File: src/rtl/spi_apb_master.sv
// -----------------------------------------------------------------------------
// spi_apb_master
//   APB3 initiator. It turns single-beat host requests into APB transfers, with
//   one transfer outstanding at a time. Each transfer runs SETUP then ACCESS,
//   honours PREADY wait states and captures PSLVERR. An optional timeout aborts
//   a transfer that waits in ACCESS for too long.
//
// Ports
//   HCLK, HRESETn           clock, asynchronous active-low reset
//   req_valid/req_ready     request handshake; req_ready = (state == IDLE)
//   req_addr/write/wdata    request payload (byte address, direction, data)
//   rsp_valid/rsp_ready     response handshake
//   rsp_rdata               read data (0 for writes and for aborted transfers)
//   rsp_err                 PSLVERR seen, or the transfer timed out
//   rsp_timeout             transfer aborted by the wait-state timeout
//   busy                    state != IDLE
//   PADDR..PENABLE          APB request outputs, all registered
//   PRDATA/PREADY/PSLVERR   APB completer inputs, sampled only in ACCESS
// -----------------------------------------------------------------------------
module spi_apb_master #(
   parameter int APB_ADDR_WIDTH = 12,
   parameter int TIMEOUT_CYCLES = 256
) (
   input  logic                      HCLK,
   input  logic                      HRESETn,
   input  logic                      req_valid,
   output logic                      req_ready,
   input  logic [APB_ADDR_WIDTH-1:0] req_addr,
   input  logic                      req_write,
   input  logic [31:0]               req_wdata,
   output logic                      rsp_valid,
   input  logic                      rsp_ready,
   output logic [31:0]               rsp_rdata,
   output logic                      rsp_err,
   output logic                      rsp_timeout,
   output logic                      busy,
   output logic [APB_ADDR_WIDTH-1:0] PADDR,
   output logic [31:0]               PWDATA,
   output logic                      PWRITE,
   output logic                      PSEL,
   output logic                      PENABLE,
   input  logic [31:0]               PRDATA,
   input  logic                      PREADY,
   input  logic                      PSLVERR
);

   typedef enum logic [1:0] {IDLE, SETUP, ACCESS, RESP} state_t;

   // A zero TIMEOUT_CYCLES disables the abort. TMO_LAST is then unused.
   localparam bit          TMO_EN   = (TIMEOUT_CYCLES != 0);
   localparam logic [15:0] TMO_LAST = 16'(TIMEOUT_CYCLES - 1);

   state_t      state_q, state_d;
   logic [15:0] tmo_cnt;
   logic        tmo_hit;
   logic        addr_lsb_unused;

   // APB addresses are word aligned, so the byte-lane bits are dropped.
   assign addr_lsb_unused = ^req_addr[1:0];

   assign req_ready = (state_q == IDLE);
   assign busy      = (state_q != IDLE);

   // The abort fires in the ACCESS cycle where the counter already holds
   // TIMEOUT_CYCLES-1. That gives exactly TIMEOUT_CYCLES ACCESS cycles. If
   // PREADY is high in that same cycle, the transfer completes normally.
   assign tmo_hit = TMO_EN && !PREADY && (tmo_cnt == TMO_LAST);

   // NOTE: state registers use non-blocking assignments, so every flop
   // samples pre-edge values and the result does not depend on process order.
   always_ff @(posedge HCLK or negedge HRESETn) begin
      if (!HRESETn) state_q <= IDLE;
      else          state_q <= state_d;
   end

   // NOTE: state_d gets its default before the case. Without it, any path
   // that leaves state_d unassigned would infer a latch.
   always_comb begin
      state_d = state_q;
      unique case (state_q)
         IDLE:    if (req_valid)          state_d = SETUP;
         SETUP:                           state_d = ACCESS;
         ACCESS:  if (PREADY || tmo_hit)  state_d = RESP;
         RESP:    if (rsp_ready)          state_d = IDLE;
         default:                         state_d = IDLE;
      endcase
   end

   // NOTE: the reset is asynchronous. If HRESETn falls mid-transfer, PSEL and
   // PENABLE drop at once without waiting for a clock edge, and the transfer
   // is abandoned with no response.
   always_ff @(posedge HCLK or negedge HRESETn) begin
      if (!HRESETn) begin
         PADDR       <= '0;
         PWDATA      <= '0;
         PWRITE      <= 1'b0;
         PSEL        <= 1'b0;
         PENABLE     <= 1'b0;
         rsp_valid   <= 1'b0;
         rsp_rdata   <= '0;
         rsp_err     <= 1'b0;
         rsp_timeout <= 1'b0;
         tmo_cnt     <= '0;
      end else begin
         unique case (state_q)
            IDLE: begin
               if (req_valid) begin
                  PADDR   <= {req_addr[APB_ADDR_WIDTH-1:2], 2'b00};
                  PWRITE  <= req_write;
                  // Reads leave PWDATA at its previous value.
                  if (req_write) PWDATA <= req_wdata;
                  PSEL    <= 1'b1;
                  PENABLE <= 1'b0;
               end
            end
            SETUP: begin
               PENABLE <= 1'b1;
               tmo_cnt <= '0;
            end
            ACCESS: begin
               if (PREADY) begin
                  PSEL        <= 1'b0;
                  PENABLE     <= 1'b0;
                  rsp_rdata   <= PWRITE ? 32'h0 : PRDATA;
                  rsp_err     <= PSLVERR;
                  rsp_timeout <= 1'b0;
                  rsp_valid   <= 1'b1;
               end else begin
                  // The counter saturates and never wraps.
                  if (tmo_cnt != 16'hFFFF) tmo_cnt <= tmo_cnt + 16'd1;
                  if (tmo_hit) begin
                     PSEL        <= 1'b0;
                     PENABLE     <= 1'b0;
                     rsp_rdata   <= 32'h0;
                     rsp_err     <= 1'b1;
                     rsp_timeout <= 1'b1;
                     rsp_valid   <= 1'b1;
                  end
               end
            end
            RESP: begin
               if (rsp_ready) rsp_valid <= 1'b0;
            end
            default: ;
         endcase
      end
   end

endmodule

File: config.mk
export PLATFORM = sky130hd
export DESIGN_NAME = spi_apb_master
export DESIGN_NICKNAME = d
export VERILOG_FILES = /design/src/rtl/spi_apb_master.sv
export SDC_FILE = /design/constraint.sdc
export NUM_CORES = 1
export LEC_CHECK = 0
export ABC_CLOCK_PERIOD_IN_PS = 2700
export CORE_MARGIN = 2
export CORE_UTILIZATION = 30
export CTS_BUF_LIST = sky130_fd_sc_hd__clkbuf_2
export DETAILED_ROUTE_END_ITERATION = 8
export GPL_TIMING_DRIVEN = 0
export MAX_ROUTING_LAYER = met4
export PLACE_DENSITY = 0.61
export SYNTH_ARGS = -nofsm -noshare
export SYNTH_HDL_FRONTEND = slang
export SYNTH_SLANG_ARGS = --single-unit
File: constraint.sdc
create_clock -name HCLK -period 2.7 [get_ports HCLK]
set_clock_uncertainty 0.1 [all_clocks]
set_input_delay 0.27 -clock HCLK [delete_from_list [all_inputs] [get_ports HCLK]]
set_output_delay 0.27 -clock HCLK [all_outputs]
set_load 0.03 [all_outputs]
# Yosys cells after proc, flatten, opt, wreduce, memory -nomap -nowiden
# Cells that the tools add are included.
[classes]
addsub = 1
n_eq_ne = 11
mux = 22
n_reduce_logical = 18
[op_table]
columns = ["cell", "count"]
rows = [
  ["32-bit 2-to-1 mux", 3],
  ["16-bit 2-to-1 mux", 2],
  ["16-bit case mux with 2 select lines", 1],
  ["3-bit AND reduction", 6],
  ["16-bit by 1-bit adder with 16-bit output, second input constant", 1],
  ["16-bit by 8-bit == test with 1-bit output, second input constant", 1],
  ["16-bit != test, second input constant", 1],
  ["2-bit != test, second input constant", 5],
  ["2-bit nonzero test", 5],
  ["1-bit 2-to-1 mux", 9],
  ["2-bit case mux with 4 select lines", 1],
  ["2-bit 2-to-1 mux", 3],
  ["2-bit == test, second input constant", 2],
  ["1-bit case mux with 2 select lines", 2],
  ["2-bit AND reduction", 2],
  ["3-bit != test, second input constant", 1],
  ["1-bit case mux with 3 select lines", 1],
  ["3-bit nonzero test", 1],
  ["2-bit by 1-bit == test with 1-bit output, second input constant", 1],
  ["2-bit logical NOT", 1],
  ["1-bit logical AND", 1],
  ["1-bit logical NOT", 1],
  ["1-bit logical OR", 1],
]
[totals]
regBits = 98
inputBits = 83
output_inout_bits = 84
elab_cells = 63

# Longest topological paths before layout
[depth]
ltp_word = 5
mapped_depth = 8
depth_no_buf = 6

# Worst setup path before layout
# Ideal clock, no wire load.
[synth_path]
path_kind = "reg-to-reg"
startpoint = "register state_q[0]"
endpoint = "register PWDATA[11]"
setup_ns = 0.125
arrival_time_ns = 1.771
t_required_ns = 2.475
setup_slack_ns = 0.705
path_stages_with_launch = 6
n_path_buf = 1
period_less_slack_ns = 1.995
path_cell_list = "dfrtp_1 -> inv_1 -> ha_1 -> nand3_1 -> clkbuf_1 -> mux2_2"
[synth_between]
elab_chain_len = 2
[synth_lines]
columns = ["element", "line", "text"]
rows = [
  ["from (decl)", "53", "state_t state_q, state_d;"],
  ["from (signal assigned)", "73", "else state_q <= state_d;"],
  ["2-bit logical NOT", "--", ""],
  ["net req_ready", "27", "output logic req_ready,"],
  ["3-bit AND reduction (no line)", "--", ""],
  ["to (signal assigned)", "111", "if (req_write) PWDATA <= req_wdata;"],
  ["to (decl)", "38", "output logic [31:0] PWDATA,"],
]
# The timed path passes the listed nets, and every way through them passes these cells.
# A chain may end at the register's enable or synchronous reset.

# Worst setup path in the final report
[layout_path]
startpoint = "register state_q[0]"
endpoint = "output port req_ready"
[layout_between]
elab_chain_len = 1
[layout_lines]
columns = ["element", "line", "text"]
rows = [
  ["2-bit logical NOT", "61", "assign req_ready = (state_q == IDLE);"],
  ["to (decl)", "27", ""],
]
# No other way between the ends.

==> implementation parameters <==
Parameter                              Value

Final layout
  Final instance count without filler cells    a little under 700
  Multi-input combinational cell area    about 1600 um2
  Final Net Count    roughly 600
  Layout cell share with drive strength beyond 1    approximately 15%
  Area of all sequential standard cells    between 2000 and 2500 um2
  Area Growth Syn to Fin    47.7%
  Number of fill cells    1320
  Antenna diode instance count    0

Synth
  Sequential area share after synthesis    58.3%
  Commonest register cell after synthesis    sky130_fd_sc_hd__dfrtp_1
  Synth Area in Adders    about 2.1%
  Number of synthesis warnings    0
  Post-synthesis xor/xnor area fraction    0%
  Commonest cells in the synthesized netlist    98 x sky130_fd_sc_hd__dfrtp_1, 42 x sky130_fd_sc_hd__mux2_2, 33 x sky130_fd_sc_hd__a22o_1
  Cell Area, Synth    around 4200 um2
  Dominant cell by count in the synthesized netlist    sky130_fd_sc_hd__dfrtp_1
  Number of enable-type register cells in the synthesized netlist    0
  FFs w/ async S/R, synth    between 90% and 100%
  Number of synthesized register bits    98
  Area share of the largest cell type after synthesis    around three fifths
  Synthesized-area fraction occupied by and/or/nand/nor cells    roughly 8.8%
  Largest family of logic cells by synthesized area    compound AO/OA/AOI/OAI gates
  Synthesized instance count    between 300 and 400
  Mux share of post-synthesis cell area    12.0%
  Cell taking the most area after synthesis    sky130_fd_sc_hd__dfrtp_1
  Synthesized-area fraction occupied by ao, oa, aoi and oai cells    14.8%
  Synth Area per Inst    roughly 13 um2
  Number of distinct standard cells referenced by the synthesized netlist    45
  Synth top area cells    sky130_fd_sc_hd__dfrtp_1 58%, sky130_fd_sc_hd__mux2_2 11%, sky130_fd_sc_hd__a22o_1 6.9%

Drt
  DR pass1 iterations    4
  Residual DRC count    0
  Final WL    ~11000 um
  Number of DRC violations after detailed-routing iteration 0    165
  DR vias    3377
  Drt via density    approximately 4.9
  Antenna-violating nets left    0
  Wire length per cell after detailed routing    about 16 um

Timing
  Slew of the pin with the lowest slew margin    ~630 ps
  Final hold violation count    0
  Headroom to the max-slew limit    between 50 and 60%
  Setup repair after global routing missed its margin    false
  Highest achievable clock rate    approximately 0.43 GHz
  Final clock period utilization by the worst path    about 87%
  Time the final worst path needs with I/O delays and setup    ~2300 ps
  Final Setup Violations    0
  Count of final max-slew check failures    0
  Accumulated negative setup slack    0 ps

Setup path
  Critical Setup Path Class    reg2out
  Critical path required time    about 2300 ps
  Worst Setup Start Kind    register
  CP Max Fanout    6
  Arr. time, crit path    ~2000 ps
  Crit path capture type    output port

Clock tree
  Clock slew at the register clock pins of the worst setup and hold paths    270 ps
  Clock sink count    between 90 and 100
  CTS Buf Count    9
  TritonCTS clock tree    done
  Master cell of the clock root buffer    sky130_fd_sc_hd__clkbuf_2
  Number of buffers on the longest clock path    2
  Number of levels in the clock H-tree    3
  Source-to-sink clock delay at the later pin of the worst-skew pair    between 500 and 600 ps

Global routing
  Total routing usage reported by global routing    between 10% and 20%
  Antenna violations before repair    0
  Number of global-route vias before repair    approximately 3.5k
  Grt ovf    0
  Pin count of the biggest net entering global routing    slightly below 60
  Global-route wire length before repair    17600 um

Floorplan
  Full die area    between 10000 and 15000 um2
  FP Rows    between 40 and 50
  Effective utilization at floorplan    ~31%
  Die Span Y    between 100 and 150 um
  Top-Level Pins    about 170
  Overall die width    between 100 and 150 um
  Area of the core    13800 um2

Placement
  Weighted congestion reported at the end of routability-driven placement    between 0.8 and 0.9
  Inst Count DP    672
  Port Buffer Count    161
  Half-perimeter wire length after placement    8230 um

Pwr
  Leakage power of the design    about 2.6 nW
  Pwr per Cell Area    around 1100 nW/um2
  Total design power    around 6.8 mW
  Worst VDD drop    664 uV

Run status
  Outcome    completed

Flow run
  Maximum capacitance violations    0

Min path
  Kind of path behind the tightest hold check    in2reg
[placed cells by master, fill, tap and decap left out, types with 2 or more instances in the layout]
cell type                         Yosys  final
sky130_fd_sc_hd__clkinv_1             0      2
sky130_fd_sc_hd__a31oi_1              7      7
sky130_fd_sc_hd__nand2b_1             4      4
sky130_fd_sc_hd__buf_4                6      7
sky130_fd_sc_hd__and4_1               3      3
sky130_fd_sc_hd__nor4_2               2      2
sky130_fd_sc_hd__nor2_1               8      8
sky130_fd_sc_hd__buf_2                5      5
sky130_fd_sc_hd__nand4_1             10     10
sky130_fd_sc_hd__o21ai_0              3      3
sky130_fd_sc_hd__clkbuf_1             9      9
sky130_fd_sc_hd__inv_1                6      6
sky130_fd_sc_hd__o31ai_1             12     12
sky130_fd_sc_hd__nand2_1             12     12
sky130_fd_sc_hd__mux2_1               2      2
sky130_fd_sc_hd__o2bb2ai_1            2      2
sky130_fd_sc_hd__and2_1               4      4
sky130_fd_sc_hd__and3_1               4      4
sky130_fd_sc_hd__ha_1                 7      7
sky130_fd_sc_hd__dlygate4sd3_1        0      4
sky130_fd_sc_hd__clkdlybuf4s50_1      0    158
sky130_fd_sc_hd__conb_1               1      2
sky130_fd_sc_hd__buf_6                3      3
sky130_fd_sc_hd__a22o_1              33     33
sky130_fd_sc_hd__nor4_1               2      2
sky130_fd_sc_hd__clkbuf_2             0      9
sky130_fd_sc_hd__a21oi_1             11     11
sky130_fd_sc_hd__mux2_2              42     42
sky130_fd_sc_hd__o21ai_1              6      6
sky130_fd_sc_hd__nand3_1              9      9
sky130_fd_sc_hd__dfrtp_1             98     98
sky130_fd_sc_hd__clkinv_4             0      3
[per-stage QoR]
stage	util (%)	setup slack, ps	instance area, um2	hold slack [ps]
after floorplan	-	705	4210	-126
after global placement	43.9	-2460	6050	386
after detailed placement	44.1	505	6070	194
after CTS	45.1	28.4	6210	63.6
after global routing	45.1	180	6210	44.3
final	45.1	361	6210	132
[critical path: stages (launching register included)]
cell	delay, ps
sky130_fd_sc_hd__dfrtp_1	490
sky130_fd_sc_hd__inv_1	130
sky130_fd_sc_hd__ha_1	330
sky130_fd_sc_hd__dlygate4sd2_1	440
[path summary, 6_finish.rpt]
path / to / slack (ps) / startpoint / cells after the start
max: req_ready / 360 / state_q[0]$_DFFE_PN0P_ / 3
min: rsp_err$_DFFE_PN0P_ / 130 / PSLVERR / 3
max reg2reg: tmo_cnt[3]$_DFFE_PN0P_ / 480 / state_q[0]$_DFFE_PN0P_ / 7
min reg2reg: PWDATA[8]$_DFFE_PN0P_ / 440 / PWDATA[8]$_DFFE_PN0P_ / 1
max in group asynchronous: rsp_rdata[15]$_DFFE_PN0P_ / 840 / HRESETn / 4
min in group asynchronous: rsp_rdata[21]$_DFFE_PN0P_ / 580 / HRESETn / 3
[layer usage]
layer	wire [um]	global-route usage [%]
met4	240	7.11
met2	5300	23.3
met1	4850	20.0
met5	0	-
met3	681	3.67
[registers in the layout, summed over array words and instances, names as in the netlist, 2 cells and up]
register	flops
PWDATA	32
PADDR	10
rsp_rdata	32
state_q	2
tmo_cnt	16
[power breakdown]
group          switching [mW]  internal, mW
sequential              0.351          2.05
combinational            2.05          1.70
clock                   0.531         0.132
[logic make-up after synthesis]
logic type	after synthesis
compound gates	83
fa+ha+maj	7
buf+inv	30
flops	98
mux	45
other cells	1
simple gates	65
[final cells by class]
class                      count  area share (%)
buffer                        23            2.21
multi-input combinational    202            25.7
inverter                       7           0.423
tap                          180            3.62
clock inverter                 7           0.866
sequential                    98            39.5
timing repair buffer         166            27.0
clock buffer                   9           0.725
[repair_timing]
action,in CTS,in global routing
gates resized for setup,1,1
endpoints found under the hold margin,101,0
hold buffers,4,0
buffers inserted,0,0
endpoints found under the setup margin,1,1
(Power assumes the default switching activity.)
